==> config.mk <==
export PLATFORM = sky130hd
export DESIGN_NAME = data_32to128
export DESIGN_NICKNAME = d
export VERILOG_FILES = /design/src/rtl/data_32to128.sv
export SDC_FILE = /design/constraint.sdc
export NUM_CORES = 1
export LEC_CHECK = 0
export CAP_MARGIN = 30
export CORE_ASPECT_RATIO = 0.7
export CORE_MARGIN = 5
export CORE_UTILIZATION = 45
export DETAILED_ROUTE_END_ITERATION = 10
export GPL_TIMING_DRIVEN = 0
export PLACE_DENSITY = 0.69
export SLEW_MARGIN = 20
export SYNTH_ARGS = -nofsm -noshare
export SYNTH_HDL_FRONTEND = slang
export SYNTH_SLANG_ARGS = --single-unit
==> constraint.sdc <==
create_clock -name clk -period 1.8 [get_ports clk]
set_input_delay 0.36 -clock clk [delete_from_list [all_inputs] [get_ports clk]]
set_output_delay 0.36 -clock clk [all_outputs]
set_load 0.02 [all_outputs]
==> src/rtl/data_32to128.sv <==
// Packs 32-bit header beats MSB-first into 138-bit FIFO words {pktID, tag, data}.
// A word that meets a full FIFO is parked in a hold register and input is stalled until it drains.
module data_32to128 #(
  parameter int widthPkt        = 138,
  parameter int widthHeaderData = 32
) (
  input  logic                       clk,
  input  logic                       reset,
  input  logic                       headerData_in_valid,
  input  logic [widthHeaderData-1:0] headerData_in,
  input  logic                       headerData_finish_valid,
  input  logic [7:0]                 pktID_in,
  output logic                       headerIn_ready,
  input  logic                       fifo_full,
  output logic                       wrreq,
  output logic [widthPkt-1:0]        data_out,
  output logic                       protocol_error
);

  typedef enum logic {COLLECT, HOLD} state_t;

  state_t              r_state;
  logic [1:0]          r_lane;
  logic [127:0]        r_acc;
  logic [widthPkt-1:0] r_hold;
  logic [widthPkt-1:0] r_data_out;
  logic                r_wrreq;
  logic                r_protocol_error;

  logic                w_accept;
  logic                w_complete;
  logic [127:0]        w_beat_ext;
  logic [127:0]        w_data;
  logic [widthPkt-1:0] w_word;

  assign headerIn_ready = (r_state == COLLECT);
  assign w_accept       = headerData_in_valid && headerIn_ready;
  assign w_complete     = w_accept && ((r_lane == 2'd3) || headerData_finish_valid);

  always_comb begin
    w_beat_ext = '0;
    w_beat_ext[widthHeaderData-1:0] = headerData_in;
    // Lane 0 lands in the top 32 bits, lane 3 in the bottom.
    w_data = r_acc | (w_beat_ext << (7'd32 * (7'd3 - {5'd0, r_lane})));
    w_word = '0;
    w_word[127:0] = w_data;
    if (headerData_finish_valid) begin
      w_word[129:128] = 2'b01;
      w_word[137:130] = pktID_in;
    end
  end

  always_ff @(posedge clk) begin
    if (reset) begin
      r_state          <= COLLECT;
      r_lane           <= '0;
      r_acc            <= '0;
      r_hold           <= '0;
      r_data_out       <= '0;
      r_wrreq          <= 1'b0;
      r_protocol_error <= 1'b0;
    end else begin
      r_wrreq          <= 1'b0;
      r_protocol_error <= headerData_in_valid && !headerIn_ready;
      case (r_state)
        COLLECT: begin
          if (w_complete) begin
            r_lane <= '0;
            r_acc  <= '0;
            if (!fifo_full) begin
              r_data_out <= w_word;
              r_wrreq    <= 1'b1;
            end else begin
              // data_out keeps the previous write until the parked word drains.
              r_hold  <= w_word;
              r_state <= HOLD;
            end
          end else if (w_accept) begin
            r_lane <= r_lane + 2'd1;
            r_acc  <= w_data;
          end
        end
        HOLD: begin
          if (!fifo_full) begin
            r_data_out <= r_hold;
            r_wrreq    <= 1'b1;
            r_state    <= COLLECT;
          end
        end
        default: r_state <= COLLECT;
      endcase
    end
  end

  assign wrreq          = r_wrreq;
  assign data_out       = r_data_out;
  assign protocol_error = r_protocol_error;

endmodule

==> metrics.md <==
| Metric | Value |
|---|---|
| CP max FO | `10` |
| Starting Density | `0.4530` |
| Endpoints failing hold | `0` |
| Top cells by area, synth | `dfxtp_1 (50%), a21oi_1 (12%), nor2_1 (9.3%), a211oi_2 (8.0%), a211o_1 (6.9%)` |
| R2R depth | `8` |
| Worst Hold Path EP | `r_acc[66]$_SDFFE_PP0P_` |
| CP Launch Type | `flop` |
| Routed WL per cell | `about 20 um` |
| Layout cells sized above 1 | `0.2109` |
| Hold-critical path depth | `3` |
| Fmax | `around 550 MHz` |
| Placed cell count | `2482` |
| Dominant synthesized flop cell | `dfxtp_1` |
| Worst path most repeated cell | `buf_8` |
| Arr. time, crit path | `roughly 2.2 ns` |
| Ratio of final minimum period to clock period | `1.001` |
| Number of flops mapped to enable cells by yosys | `0` |
| Post-Syn Area | `roughly 16000 um^2` |
| Tightest Hold Check Type | `in2reg` |
| Reg2Reg Setup Slack | `-0.002 ns` |
| Synth top area share | `0.5048` |
| WS Path Type | `reg2reg` |
| Synth-to-Final Area Change | `25.07%` |
| Crit path max-delay cell type | `dfxtp_4` |
| Delay-heaviest family, CP | `simple AND/OR/NAND/NOR gates` |
| Worst clock skew | `0.01460 ns` |
| Pin count of the biggest net entering global routing | `16` |
| Die X-Extent | `roughly 240 um` |
| Floorplan row count | `58` |
| Failing checks | `negative setup slack` |
| Buffering stage count on the worst path with inverters included | `3` |
| FFs w/ async S/R, synth | `0` |
| Peak VDD IR | `between 500 and 600 uV` |
| Warnings, synthesis | `0` |
| Critical Path Max Stage Delay | `0.36 ns` |
| Post-Layout Cell Count | `2554` |
| First-pass GRT wire length | `76.96 mm` |
| GP Congestion | `between 0.8 and 0.9` |
| Setup TNS Final | `-0.003120 ns` |
| Clock period minus worst slack | `between 1.5 and 2 ns` |
| LEAKAGE | `0.007793 uW` |
| Post-Synthesis Cells | `approximately 1900` |
| Total power | `roughly 20000 uW` |
| Core ar. | `~36000 um^2` |
| Unrepaired setup endpoints after global routing | `yes` |
| Via count | `roughly 15000` |
| Tot GR Track Use | `0.2403` |
| H-tree depth | `2` |
| Vias per std cell | `5.681` |
| CTS buffer count | `39` |
| Final Setup Violations | `2` |
| Syn_area_per_cell | `between 8 and 9 um^2` |
| Root Driver | `clkbuf_16` |
| DIE AREA | `between 30000 and 40000 um^2` |
| CP Capture Type | `flop` |
| DP Area | `18270 um^2` |
| Initial detailed-routing violation count | `about 1500` |
| Post-route core utilization | `0.5665` |
| Register area share after synthesis | `0.5048` |
| Initial antenna violation count | `3` |
| DIE HEIGHT | `~170 um` |
| Power Density | `between 900 and 1000 nW/um^2` |
| NumNets Final | `2094` |
| Max-slew violation count | `0` |
| Reg2reg start | `r_lane[0]$_SDFFE_PP0P_` |
| Setup slack after layout | `-0.002038 ns` |
| Normalized max-slew margin | `0.4788` |
| First-pass DRT Iterations | `5` |
| Synthesized flop and latch total | `407` |
| Max Root-Sink Buffers | `3` |
| Cell area after layout | `just over 20000 um^2` |
| Clock transition at path regs | `0.07 ns` |
| Status | `complete, but fails checks` |
| Max-Cap Viols | `0` |
| Netlist cell types | `31` |
| Vias in the first global route | `approximately 14000` |
| Hold-fix buffers, CTS | `0` |
| Worst EP required | `2.18 ns` |
| Mapped Nets | `between 1500 and 2000` |
| Port bufs | `151` |
| DRT antenna net count | `0` |
| Cell taking the most area after synthesis | `dfxtp_1` |
| # IOs | `about 190` |
| Critical-path cell list | `ha_4, or2_4, and3_4, buf_8, buf_12, buf_8, nor2_2, a211oi_2` |
| Worst Tran Pin Value | `between 0.7 and 0.8 ns` |
| DRC | `0` |
| Num Clock Sinks | `between 400 and 500` |
| Reg2reg end | `r_hold[107]$_SDFFE_PP0P_` |
| DP HPWL | `35.34 mm` |
| Hold Startpoint | `headerData_in[2]` |
| Clock Latency Late Sink | `approximately 0.54 ns` |
| CTS tree | `yes` |
| Grt total ovfl | `0` |
| Final WL | `approximately 52 mm` |
==> sequential cells by signal, summed over array words and instances (netlist names) <==
register and cells:
r_acc 128, r_state 1, r_lane 2, protocol_error 1
data_out 137, r_hold 137, wrreq 1
==> cell families after synthesis <==
kind of cell | count (synthesis) | share of synthesized area
and+or+nand+nor | 575 | 0.1381
adders and majority gates | 1 | 0.0007751
other | 1 | 0.0002323
DFF | 407 | 0.5048
buffers and inverters | 200 | 0.06457
AOI/OAI and AO/OA | 664 | 0.2902
muxes | 2 | 0.001240
==> power by group <==
group	leakage [uW]	switching, uW	internal, uW
logic	0.00388	1390	735
registers	0.00331	178	9300
clock network	0.000607	3510	4640
total	0.00779	5070	14700
==> metrics by stage <==
step	hold slack [ns]	setup slack, ns
3_3_place_gp	0.4417	-0.8624
4_1_cts	0.1776	-0.05279
6_report	0.1925	-0.002038
3_5_place_dp	0.4430	-0.8935
2_1_floorplan	0.4360	0.09566
5_1_grt	0.1896	-0.03317
==> routing by layer <==
metal / track usage / part of all wire / vias to the layer above
met5: 0 / 0.00052 / -
met4: 0.07750 / 0.030 / 4
met3: 0.05733 / 0.082 / 111
met2: 0.3761 / 0.46 / 544
met1: 0.3311 / 0.43 / 7030
li1: - / - / 6821
==> worst min-delay path, stage by stage <==
cell and delay (ns):
buf_4 0.17, a21oi_1 0.08, nor2_1 0.08
==> final cells by class <==
cell class | count | area [um^2]
Clock inverter | 14 | 133.9
Antenna cell | 2 | 5.005
Multi-Input combinational cell | 1243 | 7395
Sequential cell | 407 | 8159
Inverter | 1 | 6.256
Timing Repair Buffer | 158 | 1430
Clock buffer | 51 | 1114
Fill cell | 3146 | 15440
Buffer | 198 | 1344
Tap cell | 480 | 600.6
==> cell usage in the layout (no fill, tap or decap), drive strengths merged <==
cell / instances
a211o: 128
a211oi: 137
a21o: 2
a21oi: 395
a22oi: 1
and2: 4
and2b: 1
and3: 9
buf: 123
bufinv: 2
clkbuf: 134
clkdlybuf4s50: 11
clkinv: 8
clkinvlp: 4
conb: 1
dfxtp: 407
diode: 2
dlygate4sd2: 139
ha: 1
inv: 1
mux2i: 2
nand2: 139
nand2b: 2
nand3: 9
nor2: 399
nor2b: 2
nor3: 9
o21ai: 1
or2: 1
==> how the worst max path moves through the flow <==
stage | startpoint | end | slack, ns | cells past startpoint
floorplan | r_lane[0]$_SDFFE_PP0P_ | r_hold[75]$_SDFFE_PP0P_ | 0.1 | 8
CTS | r_state$_SDFF_PP0_ | headerIn_ready | -0.05 | 4
finish | r_lane[0]$_SDFFE_PP0P_ | r_hold[107]$_SDFFE_PP0P_ | -0.002 | 8
global placement | r_state$_SDFF_PP0_ | headerIn_ready | -0.86 | 4
global route | r_lane[0]$_SDFFE_PP0P_ | r_hold[24]$_SDFFE_PP0P_ | -0.03 | 8
detailed placement | r_state$_SDFF_PP0_ | headerIn_ready | -0.89 | 4
==> synthesized netlist by cell type, types with 3 or more instances <==
| library cell | number |
|---|---|
| a211o_1 | 128 |
| a211oi_1 | 34 |
| a211oi_2 | 103 |
| a21oi_1 | 394 |
| and2_1 | 4 |
| and3_1 | 9 |
| buf_1 | 3 |
| buf_2 | 85 |
| buf_4 | 14 |
| buf_6 | 17 |
| clkbuf_1 | 78 |
| dfxtp_1 | 407 |
| nand2_1 | 139 |
| nand3_1 | 9 |
| nor2_1 | 399 |
| nor3_1 | 9 |
==> repair_timing <==
action / CTS / global route
gates cloned: 0 / 2
resized for setup: 270 / 131
pin swaps: 0 / 3
endpoints found under the hold margin: 0 / 0
setup endpoints to repair: 529 / 235
setup buffers: 2 / 2
Power figures use the tool's default switching activity.
